--- src/rtl/motor_pkg.sv ---
// Shared definitions for the motor speed path: speed level encoding and legality check.
// Used by the button-driven speed FSM and by the PWM generator.
package motor_pkg;

  localparam int LEVEL_W    = 3;
  localparam int NUM_LEVELS = 5;

  typedef enum logic [LEVEL_W-1:0] {
    PWM0 = 3'b000,
    PWM1 = 3'b001,
    PWM2 = 3'b010,
    PWM3 = 3'b011,
    PWM4 = 3'b100
  } pwm_level_e;

  // Encodings 5..7 never come from the FSM; they are treated as level 0.
  function automatic logic level_is_legal(input logic [LEVEL_W-1:0] lvl);
    return lvl < LEVEL_W'(NUM_LEVELS);
  endfunction

endpackage

--- src/rtl/pwm_tick_gen.sv ---
// Clock prescaler: asserts o_tick for one clock out of every PRESCALE clocks.
// The first tick after reset lands in the PRESCALE-th clock.
module pwm_tick_gen #(
  parameter int PRESCALE = 4
) (
  input  logic i_clk,
  input  logic i_reset,
  output logic o_tick
);

  localparam int PW = (PRESCALE > 1) ? $clog2(PRESCALE) : 1;
  localparam logic [PW-1:0] LAST = PW'(PRESCALE - 1);

  logic [PW-1:0] pre_cnt;

  // With PRESCALE == 1 the counter stays at 0 == LAST, so every clock ticks.
  assign o_tick = (pre_cnt == LAST);

  always_ff @(posedge i_clk or posedge i_reset) begin
    if (i_reset) begin
      pre_cnt <= '0;
    end else if (o_tick) begin
      pre_cnt <= '0;
    end else begin
      pre_cnt <= pre_cnt + 1'b1;
    end
  end

endmodule

--- src/rtl/motor_pwm_gen.sv ---
// Turns the FSM speed level into a glitch-free PWM waveform whose duty slews
// toward the level's target by at most RAMP_STEP ticks per period.
module motor_pwm_gen
  import motor_pkg::*;
#(
  parameter int  PERIOD    = 100,
  parameter int  PRESCALE  = 4,
  parameter int  RAMP_STEP = 5,
  localparam int CW        = $clog2(PERIOD + 1)
) (
  input  logic               i_clk,
  input  logic               i_reset,
  input  logic [LEVEL_W-1:0] i_pwm_state,
  output logic               o_pwm,
  output logic [CW-1:0]      o_duty,
  output logic               o_period_end,
  output logic               o_ramping
);

  localparam int XW = CW + 1;
  localparam logic [CW-1:0] CNT_LAST = CW'(PERIOD - 1);
  localparam logic [XW-1:0] STEP_X   = XW'(RAMP_STEP);

  logic [LEVEL_W-1:0] state_q;
  logic [CW-1:0]      target;
  logic               tick;
  logic               period_end;
  logic [CW-1:0]      cnt;
  logic [CW-1:0]      cnt_next;
  logic [CW-1:0]      duty;
  logic [CW-1:0]      duty_step;
  logic [CW-1:0]      duty_next;
  logic [XW-1:0]      duty_x;
  logic [XW-1:0]      target_x;
  logic [XW-1:0]      up_x;
  logic [XW-1:0]      dn_x;
  logic               pwm;

  pwm_tick_gen #(
    .PRESCALE(PRESCALE)
  ) u_tick (
    .i_clk  (i_clk),
    .i_reset(i_reset),
    .o_tick (tick)
  );

  always_ff @(posedge i_clk or posedge i_reset) begin
    if (i_reset) begin
      state_q <= '0;
    end else begin
      state_q <= i_pwm_state;
    end
  end

  always_comb begin
    target = '0;
    if (level_is_legal(state_q)) begin
      target = CW'((int'(state_q) * PERIOD) / 4);
    end
  end

  assign period_end = tick && (cnt == CNT_LAST);

  always_comb begin
    cnt_next = cnt;
    if (tick) begin
      cnt_next = (cnt == CNT_LAST) ? '0 : cnt + 1'b1;
    end
  end

  // One extra bit keeps duty +/- RAMP_STEP from wrapping before the clamp.
  assign duty_x   = {1'b0, duty};
  assign target_x = {1'b0, target};
  assign up_x     = duty_x + STEP_X;
  assign dn_x     = duty_x - STEP_X;

  always_comb begin
    duty_step = duty;
    if (duty_x < target_x) begin
      duty_step = (up_x >= target_x) ? target : up_x[CW-1:0];
    end else if (duty_x > target_x) begin
      duty_step = (duty_x <= target_x + STEP_X) ? target : dn_x[CW-1:0];
    end
  end

  assign duty_next = period_end ? duty_step : duty;

  // Comparing the next-state values makes o_pwm track (cnt < duty) with no lag,
  // so a full-scale duty stays high straight through the wrap.
  always_ff @(posedge i_clk or posedge i_reset) begin
    if (i_reset) begin
      cnt  <= '0;
      duty <= '0;
      pwm  <= 1'b0;
    end else begin
      cnt  <= cnt_next;
      duty <= duty_next;
      pwm  <= (cnt_next < duty_next);
    end
  end

  assign o_pwm        = pwm;
  assign o_duty       = duty;
  assign o_period_end = period_end;
  assign o_ramping    = (duty != target);

endmodule

--- config.mk ---
export PLATFORM = sky130hd
export DESIGN_NAME = motor_pwm_gen
export DESIGN_NICKNAME = d
export VERILOG_FILES = /design/src/rtl/motor_pkg.sv /design/src/rtl/pwm_tick_gen.sv /design/src/rtl/motor_pwm_gen.sv
export SDC_FILE = /design/constraint.sdc
export NUM_CORES = 1
export LEC_CHECK = 0
export BUFFER_PORTS_ARGS = -buffer_cell sky130_fd_sc_hd__buf_2
export CORE_ASPECT_RATIO = 1.1
export CORE_MARGIN = 2
export CORE_UTILIZATION = 50
export DETAILED_ROUTE_END_ITERATION = 8
export HOLD_SLACK_MARGIN = 0.15
export PLACE_DENSITY = 0.75
export SYNTH_ARGS = -nofsm -noshare
export SYNTH_HDL_FRONTEND = slang
export SYNTH_SLANG_ARGS = --single-unit
--- constraint.sdc ---
create_clock -name i_clk -period 12.3 [get_ports i_clk]
set_input_delay 2.46 -clock i_clk [delete_from_list [all_inputs] [get_ports i_clk]]
set_output_delay 2.46 -clock i_clk [all_outputs]
set_load 0.02 [all_outputs]
======== Word-level counts from Yosys, hierarchy flattened ========
Index checks and enable logic that the tools add are counted.
operators by class
  eq/ne operators ......................... 3
  add/subtract/negate cells ............... 5
  mux-type cells .......................... 9
  $lt $le $gt $ge ......................... 6
  reductions and logical operators ........ 1
  multiply operators ...................... 1
operator list
  cell                   count
  $mux W7                8
  $add A7 B3 Y8 const B  2
  $lt A7 B7 Y1           2
  $ge A8 B7 Y1           1
  $le A7 B8 Y1           1
  $add A7 B1 Y7 const B  1
  $eq A7 B7 Y1 const B   1
  $gt A7 B7 Y1           1
  $mul A3 B5 Y7 const B  1
  $ne A7 B7 Y1           1
  $sub A7 B3 Y7 const B  1
  $lt A3 B3 Y1 const B   1
  $add A2 B1 Y2 const B  1
  $eq A2 B2 Y1 const B   1
  $mux W2                1
  $logic_and A1 B1 Y1    1
storage, ports and cells
  register bits after elaboration ......... 20
  logic and storage cells ................. 30
  input port bits ......................... 5
  output and inout port bits .............. 10

======== Logic depth before layout (Yosys ltp) ========
  word-level depth ........................ 9
  mapped depth ............................ 24
  mapped depth without buffers ............ 23

======== Cells and area by module ========
Synthesis repeated with hierarchy kept, for this count alone.
unflattened totals
  cell total of the unflattened synthesis .. 251
  area total of the unflattened synthesis .. 2110.8 µm²
modules (own cells, without submodules)
  module         instances  seq. area each (µm²)  cells each  area each (µm²)
  motor_pwm_gen  1          450.4                 246         2040.7
  pwm_tick_gen   1          50.0                  5           70.1

======== Least setup slack after synthesis ========
No wires, ideal clock.
  path kind ............................... register to output
  from .................................... register state_q[2]
  to ...................................... output o_ramping
  path slack .............................. 7551 ps
  buffers on the path ..................... 0
  data required time ...................... 9840 ps
  stages on the path, launching flop included .. 12
  data arrival time ....................... 2289 ps
  cells stage by stage .................... dfrtp_1 > ha_1 > inv_1 > ha_1 > nor2_1 > mux2i_1 > nor2_1 > inv_1 > ha_1 > nand4_1 > nor3_1 > inv_1
between the ends
  word-level cells in the longest chain between the ends .. 3
  elaborated cells between the ends (all ways) .. 4
  those cells by class .................... 1 x mul; 1 x order compare; 1 x eq/ne; 1 x mux
RTL lines
  what                                                  line                                  text
  start, declared                                       motor_pwm_gen.sv:24                   logic [LEVEL_W-1:0] state_q;
  start signal, assigned                                motor_pwm_gen.sv:51                   state_q <= i_pwm_state;
  $mul A3 B5 Y7 / $lt A3 B3 Y1 (equally long branches)  motor_pwm_gen.sv:58, motor_pkg.sv:18
  $mux W7 *                                             motor_pwm_gen.sv:57                   if (level_is_legal(state_q)) begin
  $ne A7 B7 Y1 *                                        motor_pwm_gen.sv:105                  assign o_ramping = (duty != target);
  end, declared                                         motor_pwm_gen.sv:17                   output logic o_ramping
Mark *: on every way between the ends. The rest lies on a longest branch, timed or not.

======== Worst setup path after layout ========
Same ends and word-level chain as after synthesis.

==> impl_metrics.env <==
export IMPL_status="completed"
export IMPL_synth_edf_count=0
export IMPL_synth_top_cell_by_area="dfrtp_1"
export IMPL_critical_path_max_fanout=7
export IMPL_netlist_instances=253
export IMPL_globalplace_congestion=0.952
export IMPL_clk_latency_ps=270
export IMPL_grt_pass1_vias=1858
export IMPL_top_layer_used="met4"
export IMPL_synth_top_family_by_area="compound AO/OA/AOI/OAI gates"
export IMPL_grt_start_max_net_pins=21
export IMPL_total_power_uw=154
export IMPL_rsz0062_at_grt="no"
export IMPL_hold_violations=0
export IMPL_cts_buffer_depth=2
export IMPL_worst_pin_slew_ps=1030
export IMPL_max_stage_delay_ps=460
export IMPL_ys_warn_count=0
export IMPL_clk_root_buffer_cell="clkbuf_8"
export IMPL_arrival_ps=3070
export IMPL_avgSynthCellArea_um2=8.46
export IMPL_drv_cap=0
export IMPL_cp_start_kind="flip-flop"
export IMPL_num_antenna_cells=0
export IMPL_fillers=392
export IMPL_multiInputGateArea_mm2=0.00155
export IMPL_wl_met2_mm=2.55
export IMPL_grt_pass1_wl_mm=8.80
export IMPL_die_w_um=66.4
export IMPL_antenna_found_initial=0
export IMPL_yosys_area_share_simple_pct=20.6
export IMPL_synth_top_cell_area_share_pct=23.4
export IMPL_track_usage_pct=23.5
export IMPL_via_per_inst=6.21
export IMPL_wire_per_inst_um=16.7
export IMPL_powerDensity_mw_per_mm2=67.3
export IMPL_yosysMostFrequentCell="ha_1"
export IMPL_cpLargestDelayFamily="adder cells"
export IMPL_drt_pass1_iterations=4
export IMPL_synth_area_mm2=0.00214
export IMPL_drc_errors=0
export IMPL_ys_top_cells_by_count="ha_1, nor2_1, nand2_1"
export IMPL_synthArstFlopShare_pct=100
export IMPL_path_clk_slew_ps=60
export IMPL_area_delta_synth_final_pct=6.90
export IMPL_synth_compound_area_share_pct=22.0
export IMPL_skew_ps=10.1
export IMPL_die_area_mm2=0.00482
export IMPL_ys_ff_latch=20
export IMPL_dp_hpwl_mm=4.04
export IMPL_worstSetupEndpointType="output pin"
export IMPL_setup_violations=0
export IMPL_synth_xor_area_share_pct=6.14
export IMPL_cts_sinks=20
export IMPL_drive_gt1_share_pct=10.3
export IMPL_timing_fmax_ghz=0.181
export IMPL_met1_length_mm=2.38
export IMPL_worst_path_max_delay_cell="dfrtp_1"
export IMPL_num_nets_final=305
export IMPL_max_slew_margin_pct=31.3
export IMPL_finalCritPeriodShare_pct=44.9
export IMPL_ys_seq_area_share_pct=23.4
export IMPL_cts_tree="done"
export IMPL_min_period_ps=5530
export IMPL_synth_cell_types=54
export IMPL_tns_ps=0
export IMPL_synthAdderAreaFrac_pct=21.0
export IMPL_drtAntennaViolNets=0
export IMPL_syn_nets=294
export IMPL_cts_hold_buffers_added=0
export IMPL_portBuffers=14
export IMPL_cp_buffers_inverters=4
export IMPL_met3_length_um=271
export IMPL_hold_path_class="reg2reg"
export IMPL_num_rows=24
export IMPL_crit_type="reg2out"
export IMPL_slew_violations=0
export IMPL_initial_core_util_pct=53.2
export IMPL_cp_cell_sequence="ha_1 -> inv_1 -> ha_1 -> nor2_1 -> mux2i_1 -> nor2_1 -> inv_1 -> ha_1 -> nand4_1 -> nor3_1 -> inv_1 -> buf_2"
export IMPL_vias=1957
export IMPL_cts_setup_buffers=0
export IMPL_totalWireLength_mm=5.26
export IMPL_fp_coreArea_mm2=0.00402
export IMPL_synthTopCellsByArea="dfrtp_1, ha_1, xnor2_1, nor2_1, nand2_1"
export IMPL_overflow=0
export IMPL_drt_iter0_drc=150
export IMPL_fp_dieH_um=72.6
export IMPL_ioPinCount=15
export IMPL_seq_area_um2=500
export IMPL_p_leak_uw=0.00104
export IMPL_cts_buffers_inserted=3
export IMPL_ir_drop_mv=0.0469
export IMPL_cp_data_required_time_ps=9840
export IMPL_synth_top_flop_cell="dfrtp_1"
export IMPL_synth_mux_area_share_pct=2.40
export IMPL_cts_resized=0
export IMPL_cts_max_level=1
-- cell families after synthesis --
| group | Yosys count |
|---|---|
| flops | 20 |
| buf+inv | 22 |
| fa+ha+maj | 36 |
| xor+xnor | 15 |
| compound gates | 66 |
| mux | 5 |
| simple gates | 89 |
-- per-stage QoR --
stage / cell area, µm² / hold WS (ps) / setup WS, ps / instances / util [%]
after floorplan: 2140 / 403 / 7550 / 253 / -
after global routing: 2290 / 447 / 6510 / 315 / 56.9
after global placement: 2230 / 416 / 7190 / 311 / 55.5
final: 2290 / 430 / 6770 / 315 / 56.9
after detailed placement: 2230 / 427 / 7030 / 311 / 55.5
after CTS: 2290 / 437 / 6750 / 315 / 56.9
-- power breakdown --
group | internal (µW) | leakage (µW) | switching (µW)
combinational | 13.6 | 0.000757 | 23.6
clock | 28.5 | 0.0000288 | 21.2
sequential | 66.2 | 0.000258 | 0.837
total | 108 | 0.00104 | 45.6
-- layer usage --
layer | vias up | track usage [%]
li1 | 968 | -
met1 | 925 | 31.5
met2 | 59 | 40.7
met3 | 5 | 1.39
met4 | 0 | 7.26
met5 | - | 0
-- area by class of cell --
cell class | count | area share [%]
timing repair buffer | 14 | 3.06
tap | 52 | 2.84
sequential | 20 | 21.9
clock buffer | 4 | 2.41
inverter | 14 | 2.30
multi-input combinational | 211 | 67.5
-- flip-flops by register name, summed over array words and instances, names as in the netlist --
signal / flops
u_tick.pre_cnt: 2
state_q: 3
o_pwm: 1
cnt: 7
o_duty: 7
-- cells in the final DEF, fill, tap and decap left out, types with 5 or more instances in the layout --
master / count
a211oi_1: 6
a21oi_1: 12
a221oi_1: 5
buf_2: 14
dfrtp_1: 20
ha_1: 36
inv_1: 13
nand2_1: 23
nand3_1: 8
nand4_1: 7
nor2_1: 30
o21ai_0: 13
xnor2_1: 13
-- path summary, 6_finish.rpt --
path                                              from                     endpoint  slack, ps  cells past startpoint
max reg2reg                       state_q[2]$_DFF_PP0_              o_pwm$_DFF_PP0_       7370                     20
min                        u_tick.pre_cnt[0]$_DFF_PP0_  u_tick.pre_cnt[0]$_DFF_PP0_        430                      1
max                               state_q[2]$_DFF_PP0_                    o_ramping       6770                     12
min reg2reg                u_tick.pre_cnt[0]$_DFF_PP0_  u_tick.pre_cnt[0]$_DFF_PP0_        430                      1
min in group asynchronous                      i_reset             cnt[1]$_DFF_PP0_       2310                      2
max in group asynchronous                      i_reset         state_q[0]$_DFF_PP0_       9520                      2
No activity file was read; power rests on OpenSTA's default activity.
